--- config.mk ---
export PLATFORM = sky130hd
export DESIGN_NAME = ssd_scan_ctrl
export DESIGN_NICKNAME = d
export VERILOG_FILES = /design/src/rtl/ssd_scan_ctrl.sv
export SDC_FILE = /design/constraint.sdc
export NUM_CORES = 1
export LEC_CHECK = 0
export CORE_AREA = 2 2 56 110
export DETAILED_ROUTE_END_ITERATION = 16
export DIE_AREA = 0 0 58 112
export DONT_BUFFER_PORTS = 1
export GPL_ROUTABILITY_DRIVEN = 0
export GPL_TIMING_DRIVEN = 0
export MAX_ROUTING_LAYER = met4
export PLACE_DENSITY = 0.76
export SKIP_CTS_REPAIR_TIMING = 1
export SLEW_MARGIN = 20
export SYNTH_ARGS = -nofsm -noshare
export SYNTH_HDL_FRONTEND = slang
export SYNTH_SLANG_ARGS = --single-unit
--- constraint.sdc ---
create_clock -name clk -period 1.95 [get_ports clk]
set_input_delay 0.2925 -clock clk [delete_from_list [all_inputs] [get_ports clk]]
set_output_delay 0.2925 -clock clk [all_outputs]
set_load 0.005 [all_outputs]
--- src/rtl/ssd_scan_ctrl.sv ---
// ssd_scan_ctrl: binary-to-BCD double-dabble loader and 4-digit anode scan controller; optional leading-zero blanking via SSD_LEADING_ZERO_BLANK_EN
module ssd_scan_ctrl #(
  parameter int NUM_W        = 13,
  parameter int REFRESH_BITS = 20
) (
  input  logic             clk,
  input  logic             rst_n,
  input  logic             num_valid,
  input  logic [NUM_W-1:0] num,
  output logic             num_ready,
  output logic             conv_done,
  output logic [3:0]       anode,
  output logic [3:0]       digit_bcd,
  output logic             digit_blank
);
  typedef enum logic [1:0] {IDLE, SHIFT, COMMIT} state_t;
  state_t                  state_q, state_d;
  logic [NUM_W-1:0]        bin_q, bin_d;
  logic [15:0]             bcd_q, bcd_d, adj, dig_q, dig_d;
  logic [3:0]              cnt_q, cnt_d;
  logic [REFRESH_BITS-1:0] refresh_q, refresh_d;
  logic [1:0]              sel, idx;
  // add-3 correction of every BCD nibble that would overflow on the next shift
  always_comb begin
    adj = bcd_q;
    for (int i = 0; i < 4; i++)
      adj[i*4 +: 4] = (bcd_q[i*4 +: 4] >= 4'd5) ? bcd_q[i*4 +: 4] + 4'd3 : bcd_q[i*4 +: 4];
  end
  // conversion FSM: capture, NUM_W shift steps, then one commit cycle
  always_comb begin
    state_d   = state_q;
    bin_d     = bin_q;
    bcd_d     = bcd_q;
    cnt_d     = cnt_q;
    dig_d     = dig_q;
    num_ready = (state_q == IDLE);
    conv_done = 1'b0;
    refresh_d = refresh_q + REFRESH_BITS'(1);
    case (state_q)
      IDLE: if (num_valid) begin
        bin_d   = (32'(num) > 32'd9999) ? NUM_W'(9999) : num;
        bcd_d   = '0;
        cnt_d   = '0;
        state_d = SHIFT;
      end
      SHIFT: begin
        bcd_d = {adj[14:0], bin_q[NUM_W-1]};
        bin_d = {bin_q[NUM_W-2:0], 1'b0};
        cnt_d = cnt_q + 4'd1;
        if (cnt_q == 4'(NUM_W-1)) state_d = COMMIT;
      end
      COMMIT: begin
        dig_d     = bcd_q;
        conv_done = 1'b1;
        state_d   = IDLE;
      end
      default: state_d = IDLE;
    endcase
  end
  // state, shift registers, committed digits and free-running refresh counter
  always_ff @(posedge clk or negedge rst_n) begin
    if (!rst_n) begin
      state_q   <= IDLE;
      bin_q     <= '0;
      bcd_q     <= '0;
      cnt_q     <= '0;
      dig_q     <= '0;
      refresh_q <= '0;
    end else begin
      state_q   <= state_d;
      bin_q     <= bin_d;
      bcd_q     <= bcd_d;
      cnt_q     <= cnt_d;
      dig_q     <= dig_d;
      refresh_q <= refresh_d;
    end
  end
  // select 0 drives the thousands digit, so the nibble index is the inverted select
  assign sel       = refresh_q[REFRESH_BITS-1 -: 2];
  assign idx       = ~sel;
  assign anode     = ~(4'b1000 >> sel);
  assign digit_bcd = dig_q[{idx, 2'b00} +: 4];
`ifdef SSD_LEADING_ZERO_BLANK_EN
  logic [3:0] blank_q, blank_d;
  // blank a digit when it and all more-significant digits are zero; ones never blanks
  always_comb begin
    blank_d = blank_q;
    if (state_q == COMMIT) begin
      blank_d[3] = (bcd_q[15:12] == 4'd0);
      blank_d[2] = blank_d[3] && (bcd_q[11:8] == 4'd0);
      blank_d[1] = blank_d[2] && (bcd_q[7:4] == 4'd0);
      blank_d[0] = 1'b0;
    end
  end
  // blank mask updates together with the committed digits
  always_ff @(posedge clk or negedge rst_n) begin
    if (!rst_n) blank_q <= '0;
    else        blank_q <= blank_d;
  end
  assign digit_blank = blank_q[idx];
`else
  assign digit_blank = 1'b0;
`endif
endmodule

==> results of run 1 <==
## registers in the layout, summed over array words and instances, names as in the netlist
| name | cells |
|---|---|
| bcd_q | 16 |
| bin_q | 13 |
| cnt_q | 4 |
| dig_q | 16 |
| refresh_q | 20 |
| state_q | 2 |
## routing by layer
metal | up-vias | track usage (%) | part of all wire [%]
met5 | - | - | 0
met4 | 0 | 16.3 | 4.5
met3 | 15 | 4.88 | 3.3
met2 | 46 | 37.0 | 52
met1 | 1160 | 26.7 | 40
li1 | 1145 | - | -
## logic make-up after synthesis
| family | synth area share [%] |
|---|---|
| XOR/XNOR | 6.33 |
| AO/OA/AOI/OAI | 13.0 |
| adder cells (fa/ha/maj) | 3.98 |
| buffers and inverters | 3.51 |
| flip-flops | 51.4 |
| other | 0.108 |
| AND/OR/NAND/NOR | 15.0 |
| multiplexers | 6.76 |
## power groups by stage
stage,Clock [W],Combinational [W],Sequential [W]
finish,0.00177,0.00160,0.00219
global route,0.00185,0.00182,0.00224
CTS,0.00180,0.00161,0.00219
detailed placement,0,0.00160,0.00221
global placement,0,0.00153,0.00219
floorplan,0,0.00128,0.00211
## worst paths after layout
path	slack [ps]	start	end	cells after the start
worst max-delay path	160	state_q[1]	conv_done	4
worst min-delay path	-350	rst_n	refresh_q[19]	0
worst max register to register	180	bcd_q[4]	bcd_q[6]	6
worst min register to register	470	refresh_q[17]	refresh_q[17]	1
max in group asynchronous	2190	rst_n	bin_q[2]	0
min in group clk	160	num[11]	bin_q[11]	2
## cell usage in the layout (no fill, tap or decap), types with 3 or more instances in the layout
cell type and count:
clkbuf_1 9, inv_1 12, mux4_2 4, dfrtp_1 71, a22o_1 6, a21oi_1 17, nand3_1 12, nor2b_1 15
o31ai_1 3, nand2_1 32, nor2_1 8, a22oi_1 12, nand2b_1 8, mux2_2 11, ha_1 11, xnor2_1 14
buf_2 7, xor2_1 11, nor3_1 6, o21ai_0 35, clkbuf_16 9
## cell type report
type	count	area, um^2	share of cell area [%]
Multi-Input combinational cell	222	1560	40.4
Sequential cell	71	1780	46.0
Tap cell	61	76.3	1.98
Clock inverter	3	65.1	1.68
Buffer	17	78.8	2.04
Inverter	12	45.0	1.17
Clock buffer	13	260	6.74
## metrics by stage
step | hold WS [ps] | worst slack [ps] | total power [W] | instances
2_1_floorplan | -3.09 | 436 | 0.00339 | 322
3_3_place_gp | -1.22 | 256 | 0.00373 | 383
3_5_place_dp | -1.65 | 189 | 0.00381 | 383
4_1_cts | -363 | 52.7 | 0.00560 | 399
5_1_grt | -365 | 17.5 | 0.00590 | 399
6_report | -348 | 165 | 0.00555 | 399
==> flow_metrics.py, run 1 <==
metrics = {
    "outcome": {
        "status": "finished with violations",
        "failed_checks": "hold timing",
    },
    "clock_network": {
        "clock_latency_ps": 330,
        "cts_tree": "yes",
        "cts_max_level": 3,
        "cts.path.max_buffers": 2,
        "clock-sinks": 71,
        "cts_buffers": 9,
        "path_clk_slew_ps": 50,
        "cts_root_buffer": "clkbuf_16",
    },
    "timing": {
        "min_period_over_period_pct": 91.5,
        "grt_setup_unrepaired": "no",
        "drv_slew": 0,
        "setup-tns-final_ps": 0,
        "hold_viol_final": 71,
        "post-route-min-period_ps": 1790,
        "finClkSkew_ps": 5.51,
        "holdWs_ps": -348,
        "setup_violations": 0,
        "max_clock_freq_mhz": 560,
    },
    "pwr": {
        "combPwrFrac_pct": 28.7,
        "p_sw_share_pct": 32.0,
        "clkPwrFrac_pct": 31.9,
        "p_sw_w": 0.00178,
        "total_leakage_power_nw": 1.80,
        "p_per_area_nw_per_um2": 1440,
        "p_int_w": 0.00377,
        "irDropWorstVdd_uv": 1200,
        "p_seq_share_pct": 39.4,
    },
    "synth": {
        "ys_warn_count": 0,
        "synth_area_leaders": "dfrtp_1 51%, o21ai_0 5.1%, ha_1 4.0%, mux2_2 3.6%, xnor2_1 3.5%",
        "synth.distinct_cells": 34,
        "async_flop_share_pct": 100,
        "syn-cell-area_um2": 3460,
        "synth_common_cells": "71 x dfrtp_1, 35 x o21ai_0, 32 x nand2_1",
        "synthFlopType": "dfrtp_1",
        "synth_area_per_cell_um2": 10.7,
        "yosys.cell_count.top_type": "dfrtp_1",
        "netlist_instances": 322,
        "yosysSeqAreaShare_pct": 51.4,
        "synth_seq_cells": 71,
        "yosys.area.top_type": "dfrtp_1",
        "yosys.area.top_type_share_pct": 51.4,
        "syn_nets": 349,
        "synth_edf_count": 0,
    },
    "critical_path": {
        "cp_num_buf_inv": 3,
        "cp_cell_sequence": "nand2b_1 -> clkbuf_1 -> clkbuf_2 -> inv_1",
        "required_ps": 1660,
        "crit_arrival_ps": 1490,
        "critPathLaunchType": "register",
        "max_stage_delay_ps": 380,
        "crit_path_end_kind": "output port",
        "path_class": "register to output port",
        "crit_family": "buffers and inverters",
        "crit_fanout": 10,
        "critPathSlowestCell": "dfrtp_1",
    },
    "die": {
        "coreArea_um2": 5660,
        "io_pins": 27,
        "rows": 39,
        "die_x_um": 58,
        "die_y_um": 112,
        "die_area_um2": 6500,
        "start_util_pct": 61.1,
    },
    "detailed_routing": {
        "drt_iter0_drc": 101,
        "dr.pass1.iters": 4,
        "ant_nets": 0,
        "route.detailed.drc": 0,
        "vias_per_cell": 5.93,
        "wl_um": 6440,
        "wl_per_cell_um": 16.2,
        "num_vias": 2366,
    },
    "cells_and_area": {
        "drive_gt1_share_pct": 13.3,
        "final_util_pct": 68.3,
        "num_antenna_cells": 0,
        "fillers": 460,
        "finalInstanceArea_um2": 3860,
        "layout.nets": 360,
        "syn_to_final_growth_pct": 11.7,
    },
    "grt": {
        "antenna_found_initial": 0,
        "grt_use_total_pct": 23.8,
        "grt_pass1_vias": 2519,
        "grt.overflow.total": 0,
        "grt_start_max_net_pins": 72,
        "grt_pass1_wl_um": 11300,
    },
    "place": {
        "place.port_buffers": 0,
        "dpl_cell_area_um2": 3540,
        "dp_hpwl_um": 4490,
    },
    "hold_path": {
        "hp-class": "primary input to async pin",
    },
    "flow_run": {
        "drv_cap": 0,
    },
}
(Power assumes the default switching activity.)
==> run 2: changes to the inputs <==
--- a/config.mk
+++ b/config.mk
@@ -5,9 +5,9 @@
 export SDC_FILE = /design/constraint.sdc
 export NUM_CORES = 1
 export LEC_CHECK = 0
-export CORE_AREA = 2 2 56 110
+export CORE_AREA = 5 5 59 113
 export DETAILED_ROUTE_END_ITERATION = 16
-export DIE_AREA = 0 0 58 112
+export DIE_AREA = 0 0 64 118
 export DONT_BUFFER_PORTS = 1
 export GPL_ROUTABILITY_DRIVEN = 0
 export GPL_TIMING_DRIVEN = 0
==> run 2 against run 1 <==
Compared with the run above: the run still ends with hold timing left; maximum frequency decreased by 3.9%; core utilization decreased by 1.1 points; non-clock buffer count unchanged; first-iteration DRC count grew 44%; via count rose by 1.6%; total power fell by 2.0%; critical endpoint is now num_ready; highest routed layer unchanged.
==> flow_metrics.py, run 2 (synthesized netlist as in run 1, its figures left out) <==
metrics = {
    "die": {
        "rows": 39,
        "die_y_um": 118,
        "die_x_um": 64,
        "coreArea_um2": 5710,
        "start_util_pct": 60.6,
        "io_pins": 27,
        "die_area_um2": 7550,
    },
    "detailed_routing": {
        "wl_um": 6820,
        "num_vias": 2405,
        "ant_nets": 0,
        "wl_per_cell_um": 17.1,
        "drt_iter0_drc": 145,
        "dr.pass1.iters": 4,
        "route.detailed.drc": 0,
        "vias_per_cell": 6.03,
    },
    "cells_and_area": {
        "largest_reg_flops": 20,
        "num_antenna_cells": 0,
        "drive_gt1_share_pct": 13.6,
        "reg_top3": "refresh_q: 20 flops, bcd_q: 16 flops, dig_q: 16 flops",
        "multi_input_area_um2": 1570,
        "fillers": 445,
        "syn_to_final_growth_pct": 10.8,
        "final_cell_mix": "71 x dfrtp_1, 35 x o21ai_0, 32 x nand2_1, 16 x a21oi_1, 15 x nor2b_1",
        "regArea_um2": 1780,
        "largest-register": "refresh_q",
        "final_cells": 399,
        "layout_commonest_cell": "dfrtp_1",
        "layout.nets": 360,
    },
    "pwr": {
        "total_leakage_power_nw": 1.79,
        "combPwrFrac_pct": 30.1,
        "irDropWorstVdd_uv": 1300,
        "p_per_area_nw_per_um2": 1420,
        "p_sw_share_pct": 33.6,
        "p_int_w": 0.00361,
        "p_sw_w": 0.00183,
        "clkPwrFrac_pct": 29.5,
        "p_seq_share_pct": 40.4,
    },
    "timing": {
        "holdWs_ps": -344,
        "post-route-min-period_ps": 1860,
        "min_period_over_period_pct": 95.3,
        "hold_viol_final": 71,
        "drv_slew": 0,
        "setup-tns-final_ps": 0,
        "max_clock_freq_mhz": 538,
        "setup_violations": 0,
        "finClkSkew_ps": 3.84,
        "grt_setup_unrepaired": "no",
    },
    "clock_network": {
        "cts_root_buffer": "clkbuf_16",
        "cts_tree": "yes",
        "path_clk_slew_ps": 50,
        "clock-sinks": 71,
        "clock_latency_ps": 330,
        "cts_max_level": 3,
        "cts_buffers": 9,
        "cts.path.max_buffers": 2,
    },
    "grt": {
        "grt_use_total_pct": 20.2,
        "grt_pass1_wl_um": 11800,
        "grt_start_max_net_pins": 72,
        "grt_pass1_vias": 2496,
        "grt.overflow.total": 0,
        "antenna_found_initial": 0,
    },
    "critical_path": {
        "critPathLaunchType": "register",
        "worstSetupStartpoint": "state_q[1]",
        "crit_arrival_ps": 1570,
        "path_class": "register to output port",
        "rr_endpoint": "bcd_q[2]",
        "required_ps": 1660,
        "reg2reg_depth": 6,
        "rrSetupSlack_ps": 170,
        "endpoint": "num_ready",
        "crit_path_end_kind": "output port",
        "crit_fanout": 10,
        "r2r_start": "bcd_q[0]",
    },
    "flow_run": {
        "drv_cap": 0,
    },
    "place": {
        "dp_hpwl_um": 4570,
        "placed_cells": 383,
        "place.port_buffers": 0,
    },
    "outcome": {
        "failed_checks": "hold timing",
        "status": "finished with violations",
    },
    "hold_path": {
        "hp-class": "primary input to async pin",
    },
}
run 2: cell count changes in the layout (fill, tap and decap cells not counted):
cell       previous run  this run
clkbuf_8              2         1
a21oi_1              17        16
a21oi_2               0         1
clkinv_2              1         3
bufinv_16             2         1
run 2: critical path, cell delays in order, from the launching register on:
cell and delay [ps]:
dfrtp_1 360, clkbuf_1 360, clkbuf_1 410, nor2_1 110
run 2: per-stage QoR:
stage,total power (W),util (%),setup slack [ps],hold slack [ps],instance area (um^2)
3_3_place_gp,0.00373,61.9,249,-0.708,3540
5_1_grt,0.00580,67.1,4.87,-361,3830
6_report,0.00544,67.1,91.8,-344,3830
3_5_place_dp,0.00381,61.9,185,-1.10,3540
2_1_floorplan,0.00339,-,436,-3.09,3460
4_1_cts,0.00546,67.0,59.2,-353,3830
run 2: power by group through the flow:
stage | logic [W] | clock network (W) | registers [W]
6_report | 0.00164 | 0.00160 | 0.00220
5_1_grt | 0.00185 | 0.00170 | 0.00226
4_1_cts | 0.00164 | 0.00162 | 0.00219
3_5_place_dp | 0.00160 | 0 | 0.00221
3_3_place_gp | 0.00153 | 0 | 0.00220
2_1_floorplan | 0.00128 | 0 | 0.00211
run 2: worst min-delay path by stage:
stage	startpoint	to	slack (ps)	depth (start not counted)
2_1_floorplan	rst_n	bcd_q[0]	-3	0
3_3_place_gp	rst_n	refresh_q[19]	-0.7	0
3_5_place_dp	rst_n	refresh_q[17]	-1	0
4_1_cts	rst_n	refresh_q[12]	-350	0
5_1_grt	rst_n	refresh_q[18]	-360	0
6_report	rst_n	refresh_q[16]	-340	0
run 2: per-layer routing:
metal	GRT usage [%]	routed length, um	vias to the layer above
met4	9.36	119	0
li1	-	-	1138
met3	4.20	272	13
met1	22.6	2620	1206
met2	33.6	3810	48
met5	-	0	-
run 2: final cells by class:
class                   count  area share, %
plain buffers              17           2.06
clock buffers              12           6.43
clock inverters             4           1.17
inverters                  12           1.17
multi-input cells         222           40.8
flip-flops and latches     71           46.3
well taps                  61           1.99
==> run 3: changes to the inputs <==
--- a/config.mk
+++ b/config.mk
@@ -6,11 +6,13 @@
 export NUM_CORES = 1
 export LEC_CHECK = 0
 export CORE_AREA = 5 5 59 113
+export CTS_CLUSTER_SIZE = 12
 export DETAILED_ROUTE_END_ITERATION = 16
 export DIE_AREA = 0 0 64 118
 export DONT_BUFFER_PORTS = 1
 export GPL_ROUTABILITY_DRIVEN = 0
 export GPL_TIMING_DRIVEN = 0
+export HOLD_SLACK_MARGIN = 0.05
 export MAX_ROUTING_LAYER = met4
 export PLACE_DENSITY = 0.76
 export SKIP_CTS_REPAIR_TIMING = 1
==> results of run 3 <==
Final layout, timing and power as in run 2 (identical DEF).
